### config.mk
export PLATFORM = sky130hd
export DESIGN_NAME = load_store_unit
export DESIGN_NICKNAME = d
export VERILOG_FILES = /design/src/rtl/load_store_unit.sv
export SDC_FILE = /design/constraint.sdc
export NUM_CORES = 1
export LEC_CHECK = 0
export ABC_CLOCK_PERIOD_IN_PS = 4400
export BUFFER_PORTS_ARGS = -buffer_cell sky130_fd_sc_hd__buf_4
export CAP_MARGIN = 20
export CORE_MARGIN = 2
export CORE_UTILIZATION = 49
export DETAILED_ROUTE_END_ITERATION = 12
export PLACE_DENSITY = 0.8
export SLEW_MARGIN = 5
export SYNTH_ARGS = -nofsm -noshare
export SYNTH_HDL_FRONTEND = slang
export SYNTH_SLANG_ARGS = --single-unit
### constraint.sdc
create_clock -name clk -period 4.4 [get_ports clk]
set_input_delay 0.44 -clock clk [delete_from_list [all_inputs] [get_ports clk]]
set_output_delay 0.44 -clock clk [all_outputs]
set_load 0.05 [all_outputs]
### src/rtl/load_store_unit.sv
// Core-side load/store initiator: one outstanding word-aligned access with byte enables.
// Accepted request strobes memory next cycle; ack -> rsp pulse one cycle later; faults respond next cycle.
module load_store_unit #(
  parameter int TIMEOUT_CYCLES = 16,
  parameter int CNT_W          = 5
) (
  input  logic        clk,
  input  logic        rst,
  input  logic        req_valid,
  output logic        req_ready,
  input  logic        is_load,
  input  logic        is_store,
  input  logic [2:0]  funct3,
  input  logic [31:0] addr,
  input  logic [31:0] wdata,
  output logic [31:0] mem_addr,
  output logic [31:0] mem_wdata,
  output logic [3:0]  mem_be,
  output logic        mem_read,
  output logic        mem_write,
  input  logic [31:0] mem_rdata,
  input  logic        mem_ack,
  output logic        rsp_valid,
  output logic [31:0] rsp_data,
  output logic [1:0]  rsp_fault
);

  typedef enum logic [1:0] {S_IDLE, S_WAIT, S_RESP} state_t;

  localparam logic [1:0] F_OK  = 2'b00;
  localparam logic [1:0] F_MIS = 2'b01;
  localparam logic [1:0] F_ILL = 2'b10;
  localparam logic [1:0] F_TMO = 2'b11;
  localparam logic [CNT_W-1:0] CNT_LAST = CNT_W'(TIMEOUT_CYCLES - 1);

  state_t            state_q, state_d;
  logic [CNT_W-1:0]  cnt_q, cnt_d;
  logic              ld_q, ld_d;
  logic [2:0]        funct3_q, funct3_d;
  logic [1:0]        off_q, off_d;
  logic              req_ready_q, req_ready_d;
  logic [31:0]       mem_addr_q, mem_addr_d;
  logic [31:0]       mem_wdata_q, mem_wdata_d;
  logic [3:0]        mem_be_q, mem_be_d;
  logic              mem_read_q, mem_read_d;
  logic              mem_write_q, mem_write_d;
  logic              rsp_valid_q, rsp_valid_d;
  logic [31:0]       rsp_data_q, rsp_data_d;
  logic [1:0]        rsp_fault_q, rsp_fault_d;

  logic        illegal, misaligned;
  logic [3:0]  st_be;
  logic [31:0] st_data;
  logic [7:0]  ld_byte;
  logic [15:0] ld_half;
  logic [31:0] ld_data;

  // Request classification on the raw inputs, used only in IDLE
  always_comb begin
    illegal    = 1'b0;
    misaligned = 1'b0;
    if (is_load == is_store) begin
      illegal = 1'b1;
    end else if (is_store) begin
      illegal = funct3[2] || (funct3 == 3'b011);
    end else begin
      illegal = (funct3 == 3'b011) || (funct3 == 3'b110) || (funct3 == 3'b111);
    end
    if (funct3[1:0] == 2'b01) begin
      misaligned = addr[0];
    end else if (funct3[1:0] == 2'b10) begin
      misaligned = (addr[1:0] != 2'b00);
    end
  end

  always_comb begin
    st_be   = 4'b1111;
    st_data = wdata;
    case (funct3[1:0])
      2'b00: begin
        st_be   = 4'b0001 << addr[1:0];
        st_data = {4{wdata[7:0]}};
      end
      2'b01: begin
        st_be   = 4'b0011 << addr[1:0];
        st_data = {2{wdata[15:0]}};
      end
      default: ;
    endcase
  end

  // Lane select and extension of the returned word
  always_comb begin
    ld_byte = mem_rdata[7:0];
    case (off_q)
      2'd1:    ld_byte = mem_rdata[15:8];
      2'd2:    ld_byte = mem_rdata[23:16];
      2'd3:    ld_byte = mem_rdata[31:24];
      default: ld_byte = mem_rdata[7:0];
    endcase
    ld_half = off_q[1] ? mem_rdata[31:16] : mem_rdata[15:0];
    case (funct3_q)
      3'b000:  ld_data = {{24{ld_byte[7]}}, ld_byte};
      3'b100:  ld_data = {24'd0, ld_byte};
      3'b001:  ld_data = {{16{ld_half[15]}}, ld_half};
      3'b101:  ld_data = {16'd0, ld_half};
      default: ld_data = mem_rdata;
    endcase
  end

  always_comb begin
    state_d     = state_q;
    cnt_d       = cnt_q;
    ld_d        = ld_q;
    funct3_d    = funct3_q;
    off_d       = off_q;
    req_ready_d = req_ready_q;
    mem_addr_d  = mem_addr_q;
    mem_wdata_d = mem_wdata_q;
    mem_be_d    = mem_be_q;
    mem_read_d  = mem_read_q;
    mem_write_d = mem_write_q;
    rsp_valid_d = 1'b0;
    rsp_data_d  = 32'd0;
    rsp_fault_d = F_OK;

    case (state_q)
      S_IDLE: begin
        if (req_valid) begin
          ld_d        = is_load;
          funct3_d    = funct3;
          off_d       = addr[1:0];
          req_ready_d = 1'b0;
          if (illegal || misaligned) begin
            state_d     = S_RESP;
            rsp_valid_d = 1'b1;
            rsp_fault_d = illegal ? F_ILL : F_MIS;
          end else begin
            state_d     = S_WAIT;
            cnt_d       = '0;
            mem_addr_d  = {addr[31:2], 2'b00};
            mem_be_d    = is_load ? 4'b1111 : st_be;
            mem_wdata_d = is_load ? 32'd0 : st_data;
            mem_read_d  = is_load;
            mem_write_d = is_store;
          end
        end
      end
      S_WAIT: begin
        cnt_d = cnt_q + CNT_W'(1);
        // Ack is checked first so it wins over a coincident timeout
        if (mem_ack || (cnt_q == CNT_LAST)) begin
          state_d     = S_RESP;
          rsp_valid_d = 1'b1;
          rsp_fault_d = mem_ack ? F_OK : F_TMO;
          rsp_data_d  = (mem_ack && ld_q) ? ld_data : 32'd0;
          mem_addr_d  = 32'd0;
          mem_wdata_d = 32'd0;
          mem_be_d    = 4'd0;
          mem_read_d  = 1'b0;
          mem_write_d = 1'b0;
        end
      end
      S_RESP: begin
        state_d     = S_IDLE;
        req_ready_d = 1'b1;
      end
      default: begin
        state_d     = S_IDLE;
        req_ready_d = 1'b1;
      end
    endcase
  end

  always_ff @(posedge clk or posedge rst) begin
    if (rst) begin
      state_q     <= S_IDLE;
      cnt_q       <= '0;
      ld_q        <= 1'b0;
      funct3_q    <= 3'd0;
      off_q       <= 2'd0;
      req_ready_q <= 1'b1;
      mem_addr_q  <= 32'd0;
      mem_wdata_q <= 32'd0;
      mem_be_q    <= 4'd0;
      mem_read_q  <= 1'b0;
      mem_write_q <= 1'b0;
      rsp_valid_q <= 1'b0;
      rsp_data_q  <= 32'd0;
      rsp_fault_q <= F_OK;
    end else begin
      state_q     <= state_d;
      cnt_q       <= cnt_d;
      ld_q        <= ld_d;
      funct3_q    <= funct3_d;
      off_q       <= off_d;
      req_ready_q <= req_ready_d;
      mem_addr_q  <= mem_addr_d;
      mem_wdata_q <= mem_wdata_d;
      mem_be_q    <= mem_be_d;
      mem_read_q  <= mem_read_d;
      mem_write_q <= mem_write_d;
      rsp_valid_q <= rsp_valid_d;
      rsp_data_q  <= rsp_data_d;
      rsp_fault_q <= rsp_fault_d;
    end
  end

  assign req_ready = req_ready_q;
  assign mem_addr  = mem_addr_q;
  assign mem_wdata = mem_wdata_q;
  assign mem_be    = mem_be_q;
  assign mem_read  = mem_read_q;
  assign mem_write = mem_write_q;
  assign rsp_valid = rsp_valid_q;
  assign rsp_data  = rsp_data_q;
  assign rsp_fault = rsp_fault_q;

endmodule

==> impl_table.tex, run 1 <==
\begin{tabular}{lr}
\hline
Metric & Value \\
\hline
\multicolumn{2}{l}{\textbf{Outcome}} \\
\quad Result of the run & complete, no violations \\
\multicolumn{2}{l}{\textbf{Die}} \\
\quad Top-level port count & 211 \\
\quad Number of rows in the core area & 39 \\
\quad Initial Utilization & 49.6\% \\
\quad Die outline height & 111 µm \\
\quad Floorplan die width & 111 µm \\
\quad Die footprint & 0.0123 mm² \\
\quad Standard cell core area & 0.0113 mm² \\
\multicolumn{2}{l}{\textbf{Placed design}} \\
\quad DPL Wire Length & 10.8 mm \\
\quad Number of placed cells counting well taps & around 880 \\
\quad Final weighted congestion in routability-driven placement & 0.823 \\
\quad Count of port buffers added during placement & 208 \\
\multicolumn{2}{l}{\textbf{Global routing}} \\
\quad Global routing met1 resource utilization & 30.1\% \\
\quad Number of global-route vias before repair & 4,851 \\
\quad Number of antenna violations at the first check in global routing & 0 \\
\quad Maximum number of pins on one net before global-route repair & 69 \\
\quad Total Routing Usage GR & 25.3\% \\
\quad Leftover overflow at the end of global routing & 0 \\
\quad Layer with the highest usage & met2 \\
\quad Met3 Usage GRT & around a tenth \\
\quad M2 GR Usage & 42.0\% \\
\quad Wire length of the first global-routing pass & 24.6 mm \\
\multicolumn{2}{l}{\textbf{STA}} \\
\quad Max Freq & 382 MHz \\
\quad Total Negative Setup Slacks & 0 ps \\
\quad Actual transition at the worst max-transition pin & 922 ps \\
\quad Crit path time final & 2620 ps \\
\quad Layout Skew & 8.65 ps \\
\quad Hold slack final & 226 ps \\
\quad Setup repair after global routing missed its margin & false \\
\quad Worst rel slew slack & 38.5\% \\
\quad Final period utilization & 59.5\% \\
\quad Final-report max-slew violation count & 0 \\
\quad Final-report hold violation count & 0 \\
\quad Setup Viol. Count Final & 0 \\
\multicolumn{2}{l}{\textbf{Route}} \\
\quad Pre-Repair DR Iteration Count & 5 \\
\quad First DRT Iteration DRCs & 245 \\
\quad DRC violations left & 0 \\
\quad Post-Route WL & 15.1 mm \\
\quad Count of vias placed by the detailed router & 4,745 \\
\quad Number of vias per cell & 5.19 \\
\quad Remaining antenna violation count & 0 \\
\quad Avg WL per Cell & 16.5 µm \\
\multicolumn{2}{l}{\textbf{Clocking}} \\
\quad Number of hold-repair buffers added at the cts stage & 0 \\
\quad Number of gates given a new drive strength after cts & 0 \\
\quad Clock root buffer master & clkbuf\_16 \\
\quad Maximum level of the CTS H-tree & 4 \\
\quad Clk slew on worst S/H paths & 60 ps \\
\quad Clock Latency Late Sink & 410 ps \\
\quad CTS buffer count & 17 \\
\quad Post-CTS Repair Setup Buffers & 0 \\
\quad Total clock sinks & around 120 \\
\quad Number of buffers on the longest clock path & 2 \\
\quad Clock tree from TritonCTS & built \\
\multicolumn{2}{l}{\textbf{Yosys}} \\
\quad Yosys top cell by area & dfrtp\_1 \\
\quad Most frequent cells after synthesis & 116 x dfrtp\_1, 102 x nand2\_1, 64 x mux2i\_1 \\
\quad Sequential-to-total area share from yosys stat & 52.4\% \\
\quad Total of flip-flops plus latches after synthesis & 117 \\
\quad Synth area leaders & dfrtp\_1 52\%, mux2i\_1 11\%, nand2\_1 6.9\% \\
\quad Distinct cell type count of the synthesized netlist & 43 \\
\quad Post-Syn Area per Cell & 10.0 µm² \\
\quad Most common cell in the netlist & dfrtp\_1 \\
\quad Most common flop cell mapped by yosys & dfrtp\_1 \\
\quad Cell area after technology mapping & 0.00559 mm² \\
\quad Number of warning messages in the yosys log & 0 \\
\quad Top-area cell type share of the netlist area & approximately half \\
\quad Async S/R FF share, synth & 100\% \\
\quad Number of enable-type register cells in the synthesized netlist & 0 \\
\quad Post-synthesis instance total & 558 \\
\multicolumn{2}{l}{\textbf{Finish}} \\
\quad Share of cells above drive strength 1 & 32.6\% \\
\quad Post-route non-filler standard cell count & between 900 and 1,000 \\
\quad Number of nets in the finished design & 866 \\
\quad Relative area change from synthesis to final layout & 40.4\% \\
\quad Layout filler cell count & 824 \\
\quad Antenna diode instance count & 0 \\
\quad Final core area utilization & 69.6\% \\
\quad Area of the multi-input gates & 0.00225 mm² \\
\quad Area occupied by registers & 0.00293 mm² \\
\multicolumn{2}{l}{\textbf{Pwr}} \\
\quad Share of power burned in the clock network & 26.8\% \\
\quad Flop pwr share & 30.5\% \\
\quad Switching share of power & 42.8\% \\
\quad Cell internal pwr & 3120 µW \\
\quad Power per standard cell area & 696 mW/mm² \\
\quad Design Power & 5460 µW \\
\quad Leakage power & 0.00419 µW \\
\quad Logic gate share of total power & approximately 43\% \\
\quad Switch Pwr & 2340 µW \\
\quad Maximum vdd drop & 0.504 mV \\
\multicolumn{2}{l}{\textbf{Worst setup path}} \\
\quad Crit path largest cell delay & 990 ps \\
\quad Required time worst endpoint & 4740 ps \\
\quad Category of cells accounting for the largest share of critical-path delay & compound AO/OA/AOI/OAI gates \\
\quad Cells traversed along the worst timing path & and2b\_1 > nand3\_1 > a2111oi\_4 > a21o\_1 \\
\quad Sort of element at the start of the critical path & flip-flop \\
\quad Buffers plus inverters on the worst setup path & 0 \\
\quad Slowest CP cell & a2111oi\_4 \\
\quad Largest driver fanout on the critical path & 16 \\
\quad Category of the worst setup path capture point & flip-flop \\
\quad Arrival time reported for the critical path endpoint & 2950 ps \\
\quad Kind of critical path & reg -> reg \\
\multicolumn{2}{l}{\textbf{Min path}} \\
\quad Worst hold path type & in -> async \\
\multicolumn{2}{l}{\textbf{Job}} \\
\quad Max-capacitance violation count & 0 \\
\hline
\end{tabular}
-- metal layers --
metal,vias to the layer above,routed length (µm)
li1,2251,-
met2,221,7370
met1,2249,5950
met4,0,267
met5,-,0
met3,24,1480
-- power groups by stage --
| stage | Clock [µW] | Sequential [µW] | Combinational, µW |
|---|---|---|---|
| after detailed placement | 0 | 1670 | 2330 |
| after global placement | 0 | 1660 | 2290 |
| after global routing | 1530 | 1710 | 2450 |
| final | 1470 | 1670 | 2330 |
| after floorplan | 0 | 2690 | 532 |
| after CTS | 1480 | 1670 | 2340 |
-- logic make-up (layout without fill, tap and decap cells) --
logic type               after synthesis  in the layout  share of synthesized area (%)
flip-flops                           117            117                           52.4
adder cells (fa/ha/maj)                2              2                          0.448
multiplexers                          86             86                           16.1
other                                  1              2                         0.0671
AO/OA/AOI/OAI                         99             99                           12.0
buffers and inverters                 96            309                           7.34
AND/OR/NAND/NOR                      157            157                           11.6
-- placed cells by master, fill, tap and decap left out, types with 7 or more instances in the layout --
cell type and count:
nor2_1 27, a21oi_1 16, inv_1 62, dfrtp_1 116, clkbuf_16 17, nor3_1 7
nand2b_1 11, mux2i_1 64, a221oi_1 7, o21ai_0 34, o22ai_1 7, mux2_1 19
buf_4 213, a21o_1 18, nand2_1 102
-- path summary, 6_finish.rpt --
| kind | startpoint | end | slack [ps] | depth (start not counted) |
|---|---|---|---|---|
| max in group asynchronous | rst | mem_wdata[15] | 3580 | 3 |
| max | state_q[1] | rsp_data[20] | 1780 | 4 |
| min reg2reg | mem_wdata[13] | mem_wdata[13] | 490 | 1 |
| min in group clk | funct3[2] | funct3_q[2] | 240 | 3 |
| max reg2reg | state_q[1] | rsp_data[20] | 1780 | 4 |
| min | rst | mem_addr[10] | 230 | 3 |
-- stage by stage --
stage | cell area [µm²] | setup slack, ps
2_1_floorplan | 5590 | 861
5_1_grt | 7850 | 1610
3_5_place_dp | 7200 | 1730
4_1_cts | 7830 | 1720
6_report | 7850 | 1780
3_3_place_gp | 7200 | 1880
-- flip-flops by register name, summed over array words and instances, names as in the netlist, 2 cells and up --
register   cells
mem_be         4
rsp_data      32
mem_wdata     32
off_q          2
state_q        2
mem_addr      30
rsp_fault      2
funct3_q       3
cnt_q          5
-- layout make-up --
class,instances,area share [%]
Sequential cell,117,37.3
Multi-Input combinational cell,346,28.7
Timing Repair Buffer,214,20.6
Clock buffer,24,6.14
Inverter,63,3.05
Tap cell,143,2.28
Clock inverter,8,1.87
-- worst register-to-register path, delay by kind of cell (launching register included) --
kind             cells  cell delay, ps
AND/OR/NAND/NOR      2             870
AO/OA/AOI/OAI        2            1160
flip-flops           1             510
Power figures use the tool's default switching activity.
==> run 2, diff against run 1 <==
--- a/config.mk
+++ b/config.mk
@@ -5,13 +5,13 @@
 export SDC_FILE = /design/constraint.sdc
 export NUM_CORES = 1
 export LEC_CHECK = 0
-export ABC_CLOCK_PERIOD_IN_PS = 4400
+export ABC_CLOCK_PERIOD_IN_PS = 2370
 export BUFFER_PORTS_ARGS = -buffer_cell sky130_fd_sc_hd__buf_4
 export CAP_MARGIN = 20
 export CORE_MARGIN = 2
-export CORE_UTILIZATION = 49
+export CORE_UTILIZATION = 45
 export DETAILED_ROUTE_END_ITERATION = 12
-export PLACE_DENSITY = 0.8
+export PLACE_DENSITY = 0.77
 export SLEW_MARGIN = 5
 export SYNTH_ARGS = -nofsm -noshare
 export SYNTH_HDL_FRONTEND = slang
==> constraint.sdc (replaced) <==
create_clock -name clk -period 2.37 [get_ports clk]
set_input_delay 0.237 -clock clk [delete_from_list [all_inputs] [get_ports clk]]
set_output_delay 0.237 -clock clk [all_outputs]
set_load 0.05 [all_outputs]
==> run 2 against run 1 <==
Against the previous run:
- sequential power rose by 85%
- register-to-register slack got worse by 1600 ps
- non-clock buffer count rose by 8
- combinational power rose by 87%
- hold slack got worse by 210 ps
- first-iteration DRC count fell by 6.9%
- fmax rose by 19%
- flip-flop and latch count did not move
- global-route usage fell by 1.8 points
- wire length rose by 2.6%
- clock skew barely moved
- setup slack got worse by 1600 ps
- critical endpoint is now mem_wdata[21]
==> impl_table.tex, run 2 (synthesis results as in run 1) <==
\begin{tabular}{lr}
\hline
Metric & Value \\
\hline
\multicolumn{2}{l}{\textbf{Placed design}} \\
\quad Area post-placement & 0.00732 mm² (+1.7\%) \\
\quad DPL Wire Length & 11.2 mm (+4.2\%) \\
\quad Count of port buffers added during placement & 208 (unchanged) \\
\quad Final weighted congestion in routability-driven placement & 0.818 (-0.53\%) \\
\multicolumn{2}{l}{\textbf{Die}} \\
\quad Die footprint & 0.0133 mm² (+8.6\%) \\
\quad Number of rows in the core area & 40 (+2.6\%) \\
\quad Die outline height & 115 µm (+4.2\%) \\
\quad Top-level port count & 211 (unchanged) \\
\quad Floorplan die width & 115 µm (+4.2\%) \\
\quad Standard cell core area & 0.0121 mm² (+7.0\%) \\
\quad Initial Utilization & 46.3\% (-3.2 points) \\
\multicolumn{2}{l}{\textbf{Global routing}} \\
\quad Maximum number of pins on one net before global-route repair & 118 (+71\%) \\
\quad Number of global-route vias before repair & 4,952 (+2.1\%) \\
\quad Wire length of the first global-routing pass & 24.4 mm (-0.73\%) \\
\quad Leftover overflow at the end of global routing & 0 (unchanged) \\
\quad Number of antenna violations at the first check in global routing & 0 (unchanged) \\
\quad Total Routing Usage GR & 23.5\% (-1.8 points) \\
\multicolumn{2}{l}{\textbf{Clocking}} \\
\quad Clk slew on worst S/H paths & 60 ps (about the same) \\
\quad Clock Latency Late Sink & 410 ps (about the same) \\
\quad Number of buffers on the longest clock path & 2 (unchanged) \\
\quad Total clock sinks & 117 (unchanged) \\
\quad CTS buffer count & 17 (unchanged) \\
\quad Maximum level of the CTS H-tree & 4 (unchanged) \\
\quad Post-CTS Repair Setup Buffers & 0 (unchanged) \\
\quad Clock tree from TritonCTS & built \\
\quad Number of gates given a new drive strength after cts & 0 (unchanged) \\
\quad Number of hold-repair buffers added at the cts stage & 0 (unchanged) \\
\quad Clock root buffer master & clkbuf\_16 \\
\multicolumn{2}{l}{\textbf{Job}} \\
\quad Max-capacitance violation count & 0 (unchanged) \\
\multicolumn{2}{l}{\textbf{STA}} \\
\quad Layout Skew & 8.34 ps (-0.309 ps) \\
\quad Crit path time final & 2190 ps (-425 ps) \\
\quad Setup Viol. Count Final & 0 (unchanged) \\
\quad Max Freq & 456 MHz (+19\%) \\
\quad Final period utilization & 92.5\% (+33 points) \\
\quad Total Negative Setup Slacks & 0 ps (unchanged) \\
\quad Final-report hold violation count & 0 (unchanged) \\
\quad Worst rel slew slack & 56.8\% (+18 points) \\
\quad Final-report max-slew violation count & 0 (unchanged) \\
\quad Actual transition at the worst max-transition pin & 648 ps (-274 ps) \\
\quad Setup repair after global routing missed its margin & false \\
\multicolumn{2}{l}{\textbf{Finish}} \\
\quad Share of cells above drive strength 1 & 33.8\% (+1.2 points) \\
\quad Number of nets in the finished design & 874 (+0.92\%) \\
\quad Layout filler cell count & 921 (+12\%) \\
\quad Antenna diode instance count & 0 (unchanged) \\
\quad Summed area of non-filler cells in the final layout & 0.00797 mm² (+1.5\%) \\
\quad Area occupied by registers & 0.00293 mm² (unchanged) \\
\quad Area of the multi-input gates & 0.00225 mm² (unchanged) \\
\quad Relative area change from synthesis to final layout & 42.5\% \\
\quad Top library cells by usage in the layout, fill and taps aside & 220 x buf\_4, 116 x dfrtp\_1, 102 x nand2\_1, 64 x mux2i\_1, 62 x inv\_1 \\
\quad Most common cell after layout, fill and taps aside & buf\_4 \\
\multicolumn{2}{l}{\textbf{Route}} \\
\quad Remaining antenna violation count & 0 (unchanged) \\
\quad Count of vias placed by the detailed router & 4,815 (+1.5\%) \\
\quad Avg WL per Cell & 16.3 µm (-0.94\%) \\
\quad Pre-Repair DR Iteration Count & 4 (-1) \\
\quad Post-Route WL & 15.5 mm (+2.6\%) \\
\quad First DRT Iteration DRCs & 228 (-6.9\%) \\
\quad Number of vias per cell & 5.08 (-2.1\%) \\
\quad DRC violations left & 0 (unchanged) \\
\multicolumn{2}{l}{\textbf{Pwr}} \\
\quad Logic gate share of total power & 42.7\% (about the same) \\
\quad Leakage power & 0.00422 µW (+0.81\%) \\
\quad Maximum vdd drop & 1.01 mV (+100\%) \\
\quad Switching share of power & 43.5\% (+0.68 points) \\
\quad Share of power burned in the clock network & 27.1\% (+0.3 points) \\
\quad Power per standard cell area & 1280 mW/mm² (+84\%) \\
\quad Design Power & 10,200 µW (+87\%) \\
\quad Cell internal pwr & 5770 µW (+85\%) \\
\quad Switch Pwr & 4450 µW (+90\%) \\
\quad Flop pwr share & 30.3\% (-0.2 points) \\
\multicolumn{2}{l}{\textbf{Worst setup path}} \\
\quad Worst r2r path cells & 5 (+1) \\
\quad Kind of critical path & reg -> reg \\
\quad Largest driver fanout on the critical path & 35 (+19) \\
\quad Required time worst endpoint & 2660 ps (-2080 ps) \\
\quad Arrival time reported for the critical path endpoint & 2480 ps (-470 ps) \\
\quad Sort of element at the start of the critical path & flip-flop \\
\quad Category of the worst setup path capture point & flip-flop \\
\multicolumn{2}{l}{\textbf{Min path}} \\
\quad Worst hold path type & in -> async \\
\multicolumn{2}{l}{\textbf{Outcome}} \\
\quad Result of the run & complete, no violations \\
\hline
\end{tabular}
run 2: changes by cell type in the layout (fill, tap and decap cells not counted):
cell        before  now
buf_12           1    2
buf_4          213  220
clkbuf_1         4    0
clkbuf_8         3    1
clkinv_2         2    0
clkinv_4         1    5
clkinvlp_4       1    5
inv_4            1    0
inv_6            0    1
run 2: power by group through the flow:
stage / combinational (µW) / sequential [µW] / clock, µW
floorplan: 988 / 5000 / 0
global route: 4600 / 3170 / 2890
detailed placement: 4390 / 3080 / 0
global placement: 4290 / 3080 / 0
CTS: 4390 / 3080 / 2800
finish: 4360 / 3090 / 2760
run 2: metal layers:
metal | vias to the layer above | track usage (%) | share of wire, %
met5 | - | 0 | 0
met1 | 2316 | 28.7 | 41
met3 | 22 | 8.68 | 8.9
met4 | 0 | 7.39 | 1.6
met2 | 210 | 38.9 | 49
li1 | 2267 | - | -
run 2: worst paths after layout:
| check | from | endpoint | slack, ps |
|---|---|---|---|
| min reg2reg | mem_write | mem_write | 490 |
| max | state_q[0] | mem_wdata[21] | 180 |
| min in group clk | mem_rdata[26] | rsp_data[26] | 40 |
| min | rst | rsp_data[20] | 20 |
| max reg2reg | state_q[0] | mem_wdata[21] | 180 |
| max in group asynchronous | rst | mem_addr[3] | 1900 |
run 2: layout make-up:
type | instances | area share, %
clock buffers | 18 | 5.51
clock inverters | 14 | 2.54
inverters | 63 | 3.02
multi-input cells | 346 | 28.3
flip-flops and latches | 117 | 36.8
well taps | 168 | 2.64
repair buffers | 222 | 21.2
run 2: worst max-delay path, cell delays in order, from the launching register on:
cell      delay, ps
dfrtp_1         460
nand2b_1        230
or2_0           350
o32ai_4         380
buf_12          280
mux2_1          360
run 2: per-stage QoR:
step | worst slack (ps) | hold slack [ps] | std cells | util [%]
floorplan | 198 | 342 | 559 | -
global placement | 257 | 453 | 916 | 60.7
CTS | 203 | 27.2 | 948 | 66.0
finish | 179 | 16.9 | 948 | 66.0
global route | 89.5 | 33.5 | 948 | 66.0
detailed placement | 206 | 451 | 916 | 60.7
